[config.mk]
export PLATFORM = sky130hd
export DESIGN_NAME = exec_mem_stage
export DESIGN_NICKNAME = d
export VERILOG_FILES = /design/src/rtl/exec_mem_stage.sv
export SDC_FILE = /design/constraint.sdc
export NUM_CORES = 1
export LEC_CHECK = 0
export CAP_MARGIN = 20
export CORE_ASPECT_RATIO = 1.2
export CORE_MARGIN = 4
export CORE_UTILIZATION = 45
export DETAILED_ROUTE_END_ITERATION = 8
export PLACE_DENSITY = 0.76
export SYNTH_ARGS = -nofsm -noshare
export SYNTH_HDL_FRONTEND = slang
export SYNTH_SLANG_ARGS = --single-unit
[constraint.sdc]
create_clock -name clk -period 2.4 [get_ports clk]
set_input_delay 0.72 -clock clk [delete_from_list [all_inputs] [get_ports clk]]
set_output_delay 0.72 -clock clk [all_outputs]
set_load 0.01 [all_outputs]
[src/rtl/exec_mem_stage.sv]
// rtl/exec_mem_stage.sv - execute/memory stage: one ALU op, optional store with ack timeout, result handshake
module exec_mem_stage #(
    parameter int WIDTH   = 8,
    parameter int ADDR_W  = 4,
    parameter int TIMEOUT = 15
) (
    input  logic              clk,
    input  logic              rst,
    input  logic              in_valid,
    output logic              in_ready,
    input  logic [1:0]        alu_op,
    input  logic              mem_write,
    input  logic [WIDTH-1:0]  op_a,
    input  logic [WIDTH-1:0]  op_b,
    input  logic [ADDR_W-1:0] addr,
    output logic              mem_req,
    output logic [ADDR_W-1:0] mem_addr,
    output logic [WIDTH-1:0]  mem_wdata,
    input  logic              mem_ack,
    output logic              out_valid,
    input  logic              out_ready,
    output logic [WIDTH-1:0]  result,
    output logic              carry,
    output logic              err,
    output logic [15:0]       op_count
);
    localparam int CW = $clog2(TIMEOUT + 1);

    typedef enum logic [1:0] {IDLE, EXEC, MEM, DONE} state_t;

    state_t              state_q, state_d;
    logic [1:0]          op_q, op_d;
    logic                store_q, store_d;
    logic [WIDTH-1:0]    a_q, a_d, b_q, b_d;
    logic [ADDR_W-1:0]   addr_q, addr_d;
    logic [WIDTH-1:0]    result_q, result_d;
    logic                carry_q, carry_d;
    logic                err_q, err_d;
    logic [15:0]         count_q, count_d;
    logic [CW-1:0]       wait_q, wait_d;
    logic [WIDTH:0]      alu_full;
    logic [CW-1:0]       wait_inc;

    // Top bit of the widened subtraction is the borrow, i.e. op_a < op_b.
    always_comb begin
        alu_full = '0;
        case (op_q)
            2'b00:   alu_full = {1'b0, a_q} + {1'b0, b_q};
            2'b01:   alu_full = {1'b0, a_q} - {1'b0, b_q};
            2'b10:   alu_full = {1'b0, a_q & b_q};
            default: alu_full = {1'b0, a_q | b_q};
        endcase
    end

    always_comb begin
        state_d  = state_q;
        op_d     = op_q;
        store_d  = store_q;
        a_d      = a_q;
        b_d      = b_q;
        addr_d   = addr_q;
        result_d = result_q;
        carry_d  = carry_q;
        err_d    = err_q;
        count_d  = count_q;
        wait_d   = wait_q;
        wait_inc = wait_q + 1'b1;
        case (state_q)
            IDLE: if (in_valid) begin
                op_d    = alu_op;
                store_d = mem_write;
                a_d     = op_a;
                b_d     = op_b;
                addr_d  = addr;
                state_d = EXEC;
            end
            EXEC: begin
                result_d = alu_full[WIDTH-1:0];
                carry_d  = alu_full[WIDTH];
                err_d    = 1'b0;
                wait_d   = '0;
                state_d  = store_q ? MEM : DONE;
            end
            MEM: if (mem_ack) begin
                err_d   = 1'b0;
                state_d = DONE;
            end else begin
                wait_d = wait_inc;
                if (wait_inc == CW'(TIMEOUT)) begin
                    err_d   = 1'b1;
                    state_d = DONE;
                end
            end
            DONE: if (out_ready) begin
                count_d = count_q + 16'd1;
                state_d = IDLE;
            end
            default: state_d = IDLE;
        endcase
    end

    always_ff @(posedge clk) begin
        if (rst) begin
            state_q  <= IDLE;
            op_q     <= '0;
            store_q  <= 1'b0;
            a_q      <= '0;
            b_q      <= '0;
            addr_q   <= '0;
            result_q <= '0;
            carry_q  <= 1'b0;
            err_q    <= 1'b0;
            count_q  <= '0;
            wait_q   <= '0;
        end else begin
            state_q  <= state_d;
            op_q     <= op_d;
            store_q  <= store_d;
            a_q      <= a_d;
            b_q      <= b_d;
            addr_q   <= addr_d;
            result_q <= result_d;
            carry_q  <= carry_d;
            err_q    <= err_d;
            count_q  <= count_d;
            wait_q   <= wait_d;
        end
    end

    assign in_ready  = (state_q == IDLE);
    assign mem_req   = (state_q == MEM);
    assign mem_addr  = addr_q;
    assign mem_wdata = result_q;
    assign out_valid = (state_q == DONE);
    assign result    = result_q;
    assign carry     = carry_q;
    assign err       = err_q;
    assign op_count  = count_q;
endmodule

==> metrics.cfg, run 1 <==
[status]
status=complete, no violations

[global_routing]
grt_use_met1_pct=22.0
grt_pass1_wl_mm=11.6
grtUsageMet3_pct=3.34
grt_use_met2_pct=30.6
grt_overflow=0
grt.busiest_layer=met2
grt_pass1_vias=2639
grt_max_degree=36
grtUsageTotal_pct=17.9
antenna_found_initial=0

[sta]
timing.hold.ws_ps=460
tns_ps=0
setup_slack_ps=46.3
finalSetupViolCount=0
period_share_pct=98.1
grt_setup_unrepaired=true
clock.fmax_ghz=0.425
fin_skew_ps=7.12
min_period_ps=2350
maxSlewViolCount=0
slew_headroom_pct=59.6
worstMarginPinSlew_ps=605
finalHoldViolations=0

[pwr]
powerDensity_nw_per_um2=987
p_int_mw=2.43
swShare_pct=38.9
net-switching-power_mw=1.54
vdd_drop_max_v=0.000445
comb_power_share_pct=56.3
power_mw=3.97
clkPwrFrac_pct=12.8
p_leak_nw=1.48
p_seq_share_pct=30.8

[worst_setup_path]
critPathMaxFanout=6
startpoint_type=flip-flop
reg2reg_from=op_q[0]
worstSetupPathType=flip-flop to output pin
reg2reg_slack_ps=70
arrival_ps=1630
crit_required_ps=1680
cp-endpoint=in_ready
cp-end-kind=output pin
crit_start=state_q[0]
r2r_cells=10
timing.rr.end=mem_wdata[5]

[yosys]
synthMuxAreaShare_pct=1.34
synth_warnings=0
synth_top_family_by_area=simple AND/OR/NAND/NOR gates
synth.avg_cell_area_sq_um=7.95
synth-seq-cells=55
synthAdderAreaFrac_pct=10.2
netlist_instances=377
synthSimpleGateAreaFrac_pct=23.0
yosys.cell_types.count=52
syn_nets=424
seq_area_frac_synth_pct=36.7
syn_area_sq_um=3000
synth_xor_area_share_pct=6.14
synth_flop_cell=dfxtp_1
synth-async-reset-ratio_pct=0
synth_edf_count=0
synth_compound_area_share_pct=16.3

[floorplanning]
die_x_microns=82.5
rows=32
die_area_sq_um=8040
die_h_microns=97.4
pin_count=69
start_util_pct=46.5
coreArea_sq_um=6450

[detailed_routing]
drt_pre_antenna_iters=5
vias=2758
ant_nets=0
route.detailed.drc=0
drt-wirelength-per-cell_microns=13.2
vias_per_cell=5.14
drt_iter0_drc=80
finalWirelength_mm=7.09

[clocking]
clock_latency_ps=300
root_buffer=clkbuf_8
h-tree-depth=2
tritoncts=built
path_clk_slew_ps=100
cts_hold_buf=0
cts.path.max_buffers=2
clkSinkCount=55
cts_buffers=5

[finish]
antenna_cells=0
stdcell_area_sq_um=4020
fillers=601
seqCellArea_sq_um=1110
drive_above_1_share_pct=12.6
multi_input_area_sq_um=1790
area_delta_synth_final_pct=34.2
final_nets=498

[worst_hold_path]
hold_class=flip-flop to flip-flop

[flow_run]
maxCapViolCount=0

[place]
place.gp.congestion=0.903
dp_hpwl_mm=5.34
portBuffers=68
place_area_sq_um=3840
pre_cts_ws_ps=-66.3

[through the flow]
step | util (%) | instances
6_report | 62.4 | 537
5_1_grt | 62.4 | 537
4_1_cts | 60.9 | 535
3_5_place_dp | 59.5 | 527
3_3_place_gp | 59.5 | 527
2_1_floorplan | - | 377
[cells in the final DEF, fill, tap and decap left out, types with 7 or more instances in the layout]
master and instances:
a21oi_1 39, nor2_1 35, xnor2_1 12, buf_4 24, o21ai_0 7, ha_1 17
nor3_1 7, xor2_1 9, dfxtp_1 51, clkdlybuf4s50_1 67, nand2_1 68, inv_1 15
[Yosys cell counts (4+ instances only)]
master | number | area (sq um)
a211oi_1 | 6 | 45.0
dfxtp_1 | 55 | 1100
xor2_1 | 9 | 78.8
nor3_1 | 9 | 45.0
ha_1 | 18 | 225
clkbuf_1 | 14 | 52.6
xnor2_1 | 12 | 105
maj3_1 | 6 | 60.1
or3_1 | 6 | 37.5
inv_1 | 15 | 56.3
mux2i_1 | 4 | 40.0
nand2_1 | 68 | 255
buf_4 | 8 | 60.1
a21oi_1 | 43 | 215
o21ai_0 | 7 | 35.0
nand2b_1 | 4 | 25.0
nand3_1 | 6 | 30.0
nor2_1 | 36 | 135
[how the worst min path moves through the flow]
| stage | from | endpoint | slack, ps | cells past startpoint |
|---|---|---|---|---|
| finish | carry | carry | 460 | 2 |
| global route | mem_addr[3] | mem_addr[3] | 480 | 2 |
| CTS | store_q | store_q | 460 | 2 |
| detailed placement | store_q | store_q | 450 | 2 |
| global placement | carry | carry | 440 | 2 |
| floorplan | store_q | store_q | 440 | 2 |
[cell families after synthesis]
logic type	Yosys count
and+or+nand+nor	150
AOI/OAI and AO/OA	80
DFF	55
buffers and inverters	42
adders and majority gates	25
xor gates and xnor gates	21
muxes	4
[layout make-up]
| type | instances | area share (%) |
|---|---|---|
| clock inverters | 1 | 0.218 |
| multi-input cells | 280 | 44.5 |
| well taps | 85 | 2.64 |
| inverters | 15 | 1.40 |
| flip-flops and latches | 55 | 27.5 |
| clock buffers | 7 | 1.90 |
| repair buffers | 94 | 21.8 |
[state kept, by name, indices dropped and copies added (netlist names)]
signal	cells
op_q	2
mem_addr	4
state_q	2
b_q	8
store_q	1
mem_wdata	8
op_count	16
a_q	8
err	1
wait_q	4
carry	1
[power groups by stage]
stage | Clock, mW | Sequential [mW] | Combinational (mW)
global route | 0.564 | 1.26 | 2.47
CTS | 0.527 | 1.22 | 2.10
finish | 0.509 | 1.22 | 2.24
floorplan | 0 | 1.25 | 1.32
detailed placement | 0 | 1.24 | 2.09
global placement | 0 | 1.23 | 2.05
[repair_timing]
| action | in CTS | in global routing |
|---|---|---|
| resized for setup | 1 | 21 |
| setup buffers | 0 | 2 |
| pin swaps | 0 | 10 |
| endpoints found under the setup margin | 1 | 7 |
| cloned | 0 | 0 |
[metal layers]
metal / part of all wire (%) / up-vias
met5: 0 / -
met4: 1.5 / 0
met3: 5.2 / 7
met2: 50 / 67
met1: 43 / 1255
li1: - / 1429
[critical path, cell delays in order (launching register included)]
cell and delay (ps):
dfxtp_1 340, inv_1 120, ha_1 280, clkdlybuf4s50_1 580
Power figures use the tool's default switching activity.
==> inputs of run 2 (changes only) <==
ABC_AREA = 1   (was unset)
CORE_UTILIZATION = 50   (was 45)
PLACE_DENSITY = 0.79   (was 0.76)
REMOVE_ABC_BUFFERS = 1   (was unset)
clock period = 2.5 ns   (was 2.4 ns; I/O delays follow)
==> run 2 against run 1 <==
Compared with the run above:
- sequential power is 4% higher
- critical path type unchanged
- clock power is 14% higher
- register-to-register slack better by 180 ps
- wire length is 0.66% higher
- count of clock-buffer cells in the layout is 2 lower
- cell area is 1.9% lower
==> metrics.cfg, run 2 <==
[status]
status=complete, no violations

[detailed_routing]
route.detailed.drc=0  ; unchanged
vias_per_cell=5.13  ; about the same
met3WireLength_microns=318  ; -14%
vias=3014  ; +9.3%
top_layer=met4
ant_nets=0  ; unchanged
drt-wirelength-per-cell_microns=12.2  ; -7.9%
drt_iter0_drc=165  ; +110%
finalWirelength_mm=7.14  ; +0.66%
drt_pre_antenna_iters=4  ; -1
drt-met1-wl_mm=3.12  ; +2.7%
met2_wirelength_mm=3.56  ; -0.53%

[finish]
final_cells=587  ; +9.3%
stdcell_area_sq_um=3950  ; -1.9%
area_delta_synth_final_pct=26.3
largest_reg_flops=16  ; unchanged
final_common_cell=nand2_1
antenna_cells=0  ; unchanged
layout_common_cells=nand2_1 (71), clkdlybuf4s50_1 (68), inv_1 (64)
final_nets=552  ; +11%
drive_above_1_share_pct=5.54  ; -7.1 points
fillers=570  ; -5.2%

[yosys]
yosys.cell_types.count=32  ; -38%
seq_area_frac_synth_pct=35.2  ; -1.5 points
synth-async-reset-ratio_pct=0  ; unchanged
yosysTopAreaCellShare_pct=35.2  ; -1.5 points
synth_edf_count=0  ; unchanged
synth_area_leaders=dfxtp_1 (35%), nand2_1 (8.5%), a21oi_1 (7.8%)
syn_area_sq_um=3130  ; +4.3%
synth_flop_cell=dfxtp_1
synth_warnings=0  ; unchanged
netlist_instances=445  ; +18%
synth-seq-cells=55  ; unchanged
synth.most_common_cell=nand2_1
synth.avg_cell_area_sq_um=7.02  ; -12%
ys_top_cells_by_count=nand2_1 (71), inv_1 (64), dfxtp_1 (55), a21oi_1 (49), nor2_1 (47)
synth_top_area_cell=dfxtp_1

[worst_setup_path]
cp-end-kind=output pin
arrival_ps=1560  ; -70 ps
reg2reg_from=b_q[0]
startpoint_type=flip-flop
critPathMaxFanout=6  ; unchanged
crit_chain=inv_1 -> ha_1 -> clkdlybuf4s50_1
reg2reg_slack_ps=250  ; +180 ps
crit_slowest_cell=clkdlybuf4s50_1
worstSetupPathType=flip-flop to output pin
crit_required_ps=1750  ; +70 ps
r2r_cells=14  ; +4
cp_slowest_stage_delay_ps=490  ; -90 ps
timing.rr.end=mem_wdata[7]

[clocking]
clock_latency_ps=310  ; about the same
cts.path.max_buffers=2  ; unchanged
cts_buffers=5  ; unchanged
clkSinkCount=55  ; unchanged
path_clk_slew_ps=100  ; about the same
root_buffer=clkbuf_8
h-tree-depth=2  ; unchanged
tritoncts=built

[sta]
worstMarginPinSlew_ps=521  ; -84.8 ps
finalHoldViolations=0  ; unchanged
clock.fmax_ghz=0.432
period_share_pct=92.5
min_period_ps=2310
maxSlewViolCount=0  ; unchanged
finalSetupViolCount=0  ; unchanged
setup_slack_ps=187  ; +141 ps
fin_skew_ps=6.12  ; -0.996 ps
slew_headroom_pct=65.3  ; +5.6 points

[floorplanning]
rows=31  ; -3.1%
die_x_microns=80.2  ; -2.8%
pin_count=69  ; unchanged
coreArea_sq_um=6050  ; -6.1%
die_h_microns=94.6  ; -2.9%
start_util_pct=51.7  ; +5.1 points
die_area_sq_um=7590  ; -5.6%

[flow_run]
maxCapViolCount=0  ; unchanged

[pwr]
p_leak_nw=1.59  ; +7.5%
powerDensity_nw_per_um2=1040  ; +5.5%
vdd_drop_max_v=0.000463  ; +3.9%

[place]
pre_cts_ws_ps=228  ; +294 ps
place_area_sq_um=3840  ; unchanged
dp_hpwl_mm=5.53  ; +3.4%
place.gp.congestion=0.979  ; +8.4%
place_inst=580  ; +10%
portBuffers=68  ; unchanged

[worst_hold_path]
hold_class=flip-flop to flip-flop
min_to=store_q
holdPathStages=2  ; unchanged
min-delay-start=store_q

[global_routing]
antenna_found_initial=0  ; unchanged
grt_pass1_vias=2793  ; +5.8%
grtUsageTotal_pct=19.4  ; +1.6 points
grt_max_degree=38  ; +5.6%
grt_pass1_wl_mm=12.0  ; +3.3%
grt_overflow=0  ; unchanged

[run 2: changes by cell type after synthesis, sizes merged, moves of 6 or more]
cell / delta
a21oi: +6
inv: +49
maj3: -6
nand2: +6
nand3: +22
nand4: +7
nor2: +17
nor3: -11
o21ai: +39
or3: -6
xnor2: -11
[run 2: cell type report]
type	instances	area [sq um]	share of cell area [%]
Clock buffer	5	68.8	1.74
Clock inverter	2	37.5	0.951
Inverter	64	240	6.09
Multi-Input combinational cell	307	1690	42.7
Sequential cell	55	1100	27.9
Tap cell	82	103	2.60
Timing Repair Buffer	72	711	18.0
[run 2: metrics by stage]
step	hold slack, ps	utilization [%]	setup TNS [ps]	total power, mW
after global routing	517	65.2	-26.1	4.48
final	466	65.2	0	4.11
after detailed placement	455	63.4	0	3.52
after CTS	471	65.2	0	4.11
after global placement	448	63.4	0	3.47
after floorplan	431	-	0	2.74
[run 2: metal layers]
layer	vias to the layer above	GRT usage, %
met4	0	7.46
met2	75	33.4
met3	12	3.15
li1	1564	-
met5	-	0
met1	1363	24.2
[run 2: critical path: cells and delay by family (launching register included)]
kind,cells,cell delay (ps)
DFF,1,440
adders and majority gates,1,240
buffers and inverters,2,580
[run 2: worst max-delay path by stage]
| stage | startpoint | to | cells past startpoint |
|---|---|---|---|
| 2_1_floorplan | b_q[0] | carry | 14 |
| 3_3_place_gp | out_ready | op_count[14] | 8 |
| 3_5_place_dp | b_q[0] | mem_wdata[7] | 14 |
| 4_1_cts | state_q[0] | mem_req | 3 |
| 5_1_grt | b_q[1] | mem_wdata[7] | 14 |
| 6_report | state_q[0] | mem_req | 3 |
[run 2: report_power, final]
part	internal (mW)	leakage [nW]	switching [mW]	total (mW)
Clock	0.293	0.0502	0.287	0.581
Sequential	1.09	0.450	0.187	1.27
Combinational	0.974	1.09	1.28	2.26
Total	2.35	1.59	1.76	4.11
[run 2: what timing repair did]
action / CTS / global route
resized for setup: 0 / 1
hold buffers: 0 / 0
setup buffers: 0 / 0
setup endpoints to repair: 0 / 1
[run 2: cell families (layout without fill, tap and decap cells)]
logic type / count (synthesis) / in the layout / synth area share [%]
AND/OR/NAND/NOR: 169 / 169 / 24.8
buffers and inverters: 83 / 143 / 11.0
AO/OA/AOI/OAI: 111 / 111 / 18.9
flip-flops: 55 / 55 / 35.2
XOR/XNOR: 8 / 8 / 2.24
adder cells (fa/ha/maj): 19 / 19 / 7.85
==> inputs of run 3 (changes only) <==
CORE_UTILIZATION = 35   (was 50)
PLACE_DENSITY = unset   (was 0.79)
==> run 3 against run 2 <==
Compared with the run above:
- cell count grew 6.1%
- first-iteration DRC count shrank 21%
- hold slack lost 2.4 ps
- worst setup slack lost 1.3 ps
- largest cell class unchanged
- critical path type unchanged
- count of clock-buffer cells in the layout grew 1
- wire length grew 7.3%
- register-to-register slack is essentially flat
==> metrics.cfg, run 3 (synthesized netlist as in run 2, its figures left out) <==
[sta]
clock.fmax_ghz=0.432  ; about the same
finalHoldViolations=0  ; unchanged
grt_setup_unrepaired=false
period_share_pct=92.6  ; about the same
tns_ps=0  ; unchanged
worstMarginPinSlew_ps=548  ; +27.8 ps
setup_slack_ps=186  ; -1.31 ps
min_period_ps=2310  ; +1.31 ps
fin_skew_ps=6.17  ; +0.0466 ps
slew_headroom_pct=63.4  ; -1.9 points
finalSetupViolCount=0  ; unchanged
maxSlewViolCount=0  ; unchanged

[place]
place.gp.congestion=0.815  ; -17%
dp_hpwl_mm=5.86  ; +6.0%
portBuffers=68  ; unchanged
pre_cts_ws_ps=230  ; +1.73 ps

[worst_setup_path]
cp_slowest_stage_delay_ps=490  ; about the same
cp-end-kind=output pin
crit_slowest_cell=clkdlybuf4s50_1
critPathMaxFanout=6  ; unchanged
worstSetupPathType=flip-flop to output pin
arrival_ps=1560  ; about the same
startpoint_type=flip-flop
crit_chain=inv_1 -> ha_1 -> clkdlybuf4s50_1
crit_required_ps=1750  ; about the same

[floorplanning]
die_area_sq_um=10500  ; +39%
start_util_pct=36.1  ; -16 points
pin_count=69  ; unchanged
die_x_microns=94.3  ; +18%
coreArea_sq_um=8660  ; +43%
die_h_microns=112  ; +18%
rows=37  ; +19%

[detailed_routing]
drt-wirelength-per-cell_microns=12.3  ; +1.1%
vias=2993  ; -0.70%
drt_pre_antenna_iters=4  ; unchanged
drt_iter0_drc=130  ; -21%
vias_per_cell=4.80  ; -6.4%
route.detailed.drc=0  ; unchanged
ant_nets=0  ; unchanged
finalWirelength_mm=7.66  ; +7.3%

[global_routing]
antenna_found_initial=0  ; unchanged
grt_overflow=0  ; unchanged
grtUsageTotal_pct=14.9  ; -4.6 points
grt_pass1_wl_mm=12.9  ; +7.9%
grt_max_degree=38  ; unchanged
grt_pass1_vias=2880  ; +3.1%

[clocking]
tritoncts=built
clock_latency_ps=310  ; about the same
clkSinkCount=55  ; unchanged
cts_buffers=5  ; unchanged
cts_hold_buf=0  ; unchanged
postCtsSetupRepairBufs=0  ; unchanged
path_clk_slew_ps=100  ; about the same
cts_resized=0  ; unchanged
cts.path.max_buffers=2  ; unchanged
h-tree-depth=2  ; unchanged
root_buffer=clkbuf_8

[flow_run]
maxCapViolCount=0  ; unchanged

[pwr]
powerDensity_nw_per_um2=1020  ; -1.7%
p_leak_nw=1.59  ; +0.13%
vdd_drop_max_v=0.000296  ; -36%

[finish]
area_delta_synth_final_pct=27.5
final_nets=553  ; +0.18%
drive_above_1_share_pct=5.93  ; +0.38 points
antenna_cells=0  ; unchanged
fillers=899  ; +58%
largest_reg_flops=16  ; unchanged
layout_common_cells=nand2_1 (71), clkdlybuf4s50_1 (68), inv_1 (64)
final_common_cell=nand2_1

[status]
status=complete, no violations

[worst_hold_path]
hold_class=flip-flop to flip-flop

-- run 3: changes by cell type in the layout (fill, tap and decap cells not counted) --
cell	previous run	this run
clkinv_2	0	1
a21oi_2	0	1
clkinvlp_4	1	0
buf_4	4	5
clkbuf_8	5	6
bufinv_16	1	0
a21oi_1	49	48
-- run 3: metal layers --
metal	wire length, microns	share of wire [%]	global-route usage, %
met1	3430	45	18.2
met2	3870	51	26.2
met3	234	3.1	2.09
met4	129	1.7	5.30
met5	0	0	0
-- run 3: final timing paths --
check                                 from            to  slack [ps]  depth (start not counted)
worst max-delay path            state_q[0]       mem_req         190                          3
worst min-delay path               store_q       store_q         460                          2
worst max register to register     op_q[0]  mem_wdata[7]         240                         14
worst min register to register     store_q       store_q         460                          2
-- run 3: final cells by class --
cell class	count	area, sq um	share of cell area [%]
clock buffer	6	82.6	2.07
clock inverter	1	5.00	0.126
inverter	64	240	6.03
multi-input combinational	307	1690	42.4
sequential	55	1100	27.6
tap	117	146	3.67
timing repair buffer	73	718	18.0
-- run 3: power breakdown --
part | total [mW] | switching [mW] | internal, mW
sequential | 1.27 | 0.189 | 1.09
combinational | 2.29 | 1.31 | 0.985
clock | 0.509 | 0.291 | 0.218
-- run 3: through the flow --
| step | total power, mW | util, % | hold slack [ps] | cell area [sq um] | std cells |
|---|---|---|---|---|---|
| 4_1_cts | 4.09 | 45.9 | 465 | 3980 | 623 |
| 6_report | 4.08 | 46.0 | 464 | 3980 | 623 |
| 3_5_place_dp | 3.56 | 44.9 | 448 | 3890 | 616 |
| 3_3_place_gp | 3.53 | 44.9 | 453 | 3890 | 616 |
| 5_1_grt | 4.47 | 46.0 | 501 | 3980 | 623 |
| 2_1_floorplan | 2.74 | - | 431 | 3020 | 426 |
-- run 3: worst max-delay path: cells and delay by family (launching register included) --
family	cells	cell delay, ps
flip-flops	1	440
adder cells (fa/ha/maj)	1	240
buffers and inverters	2	580
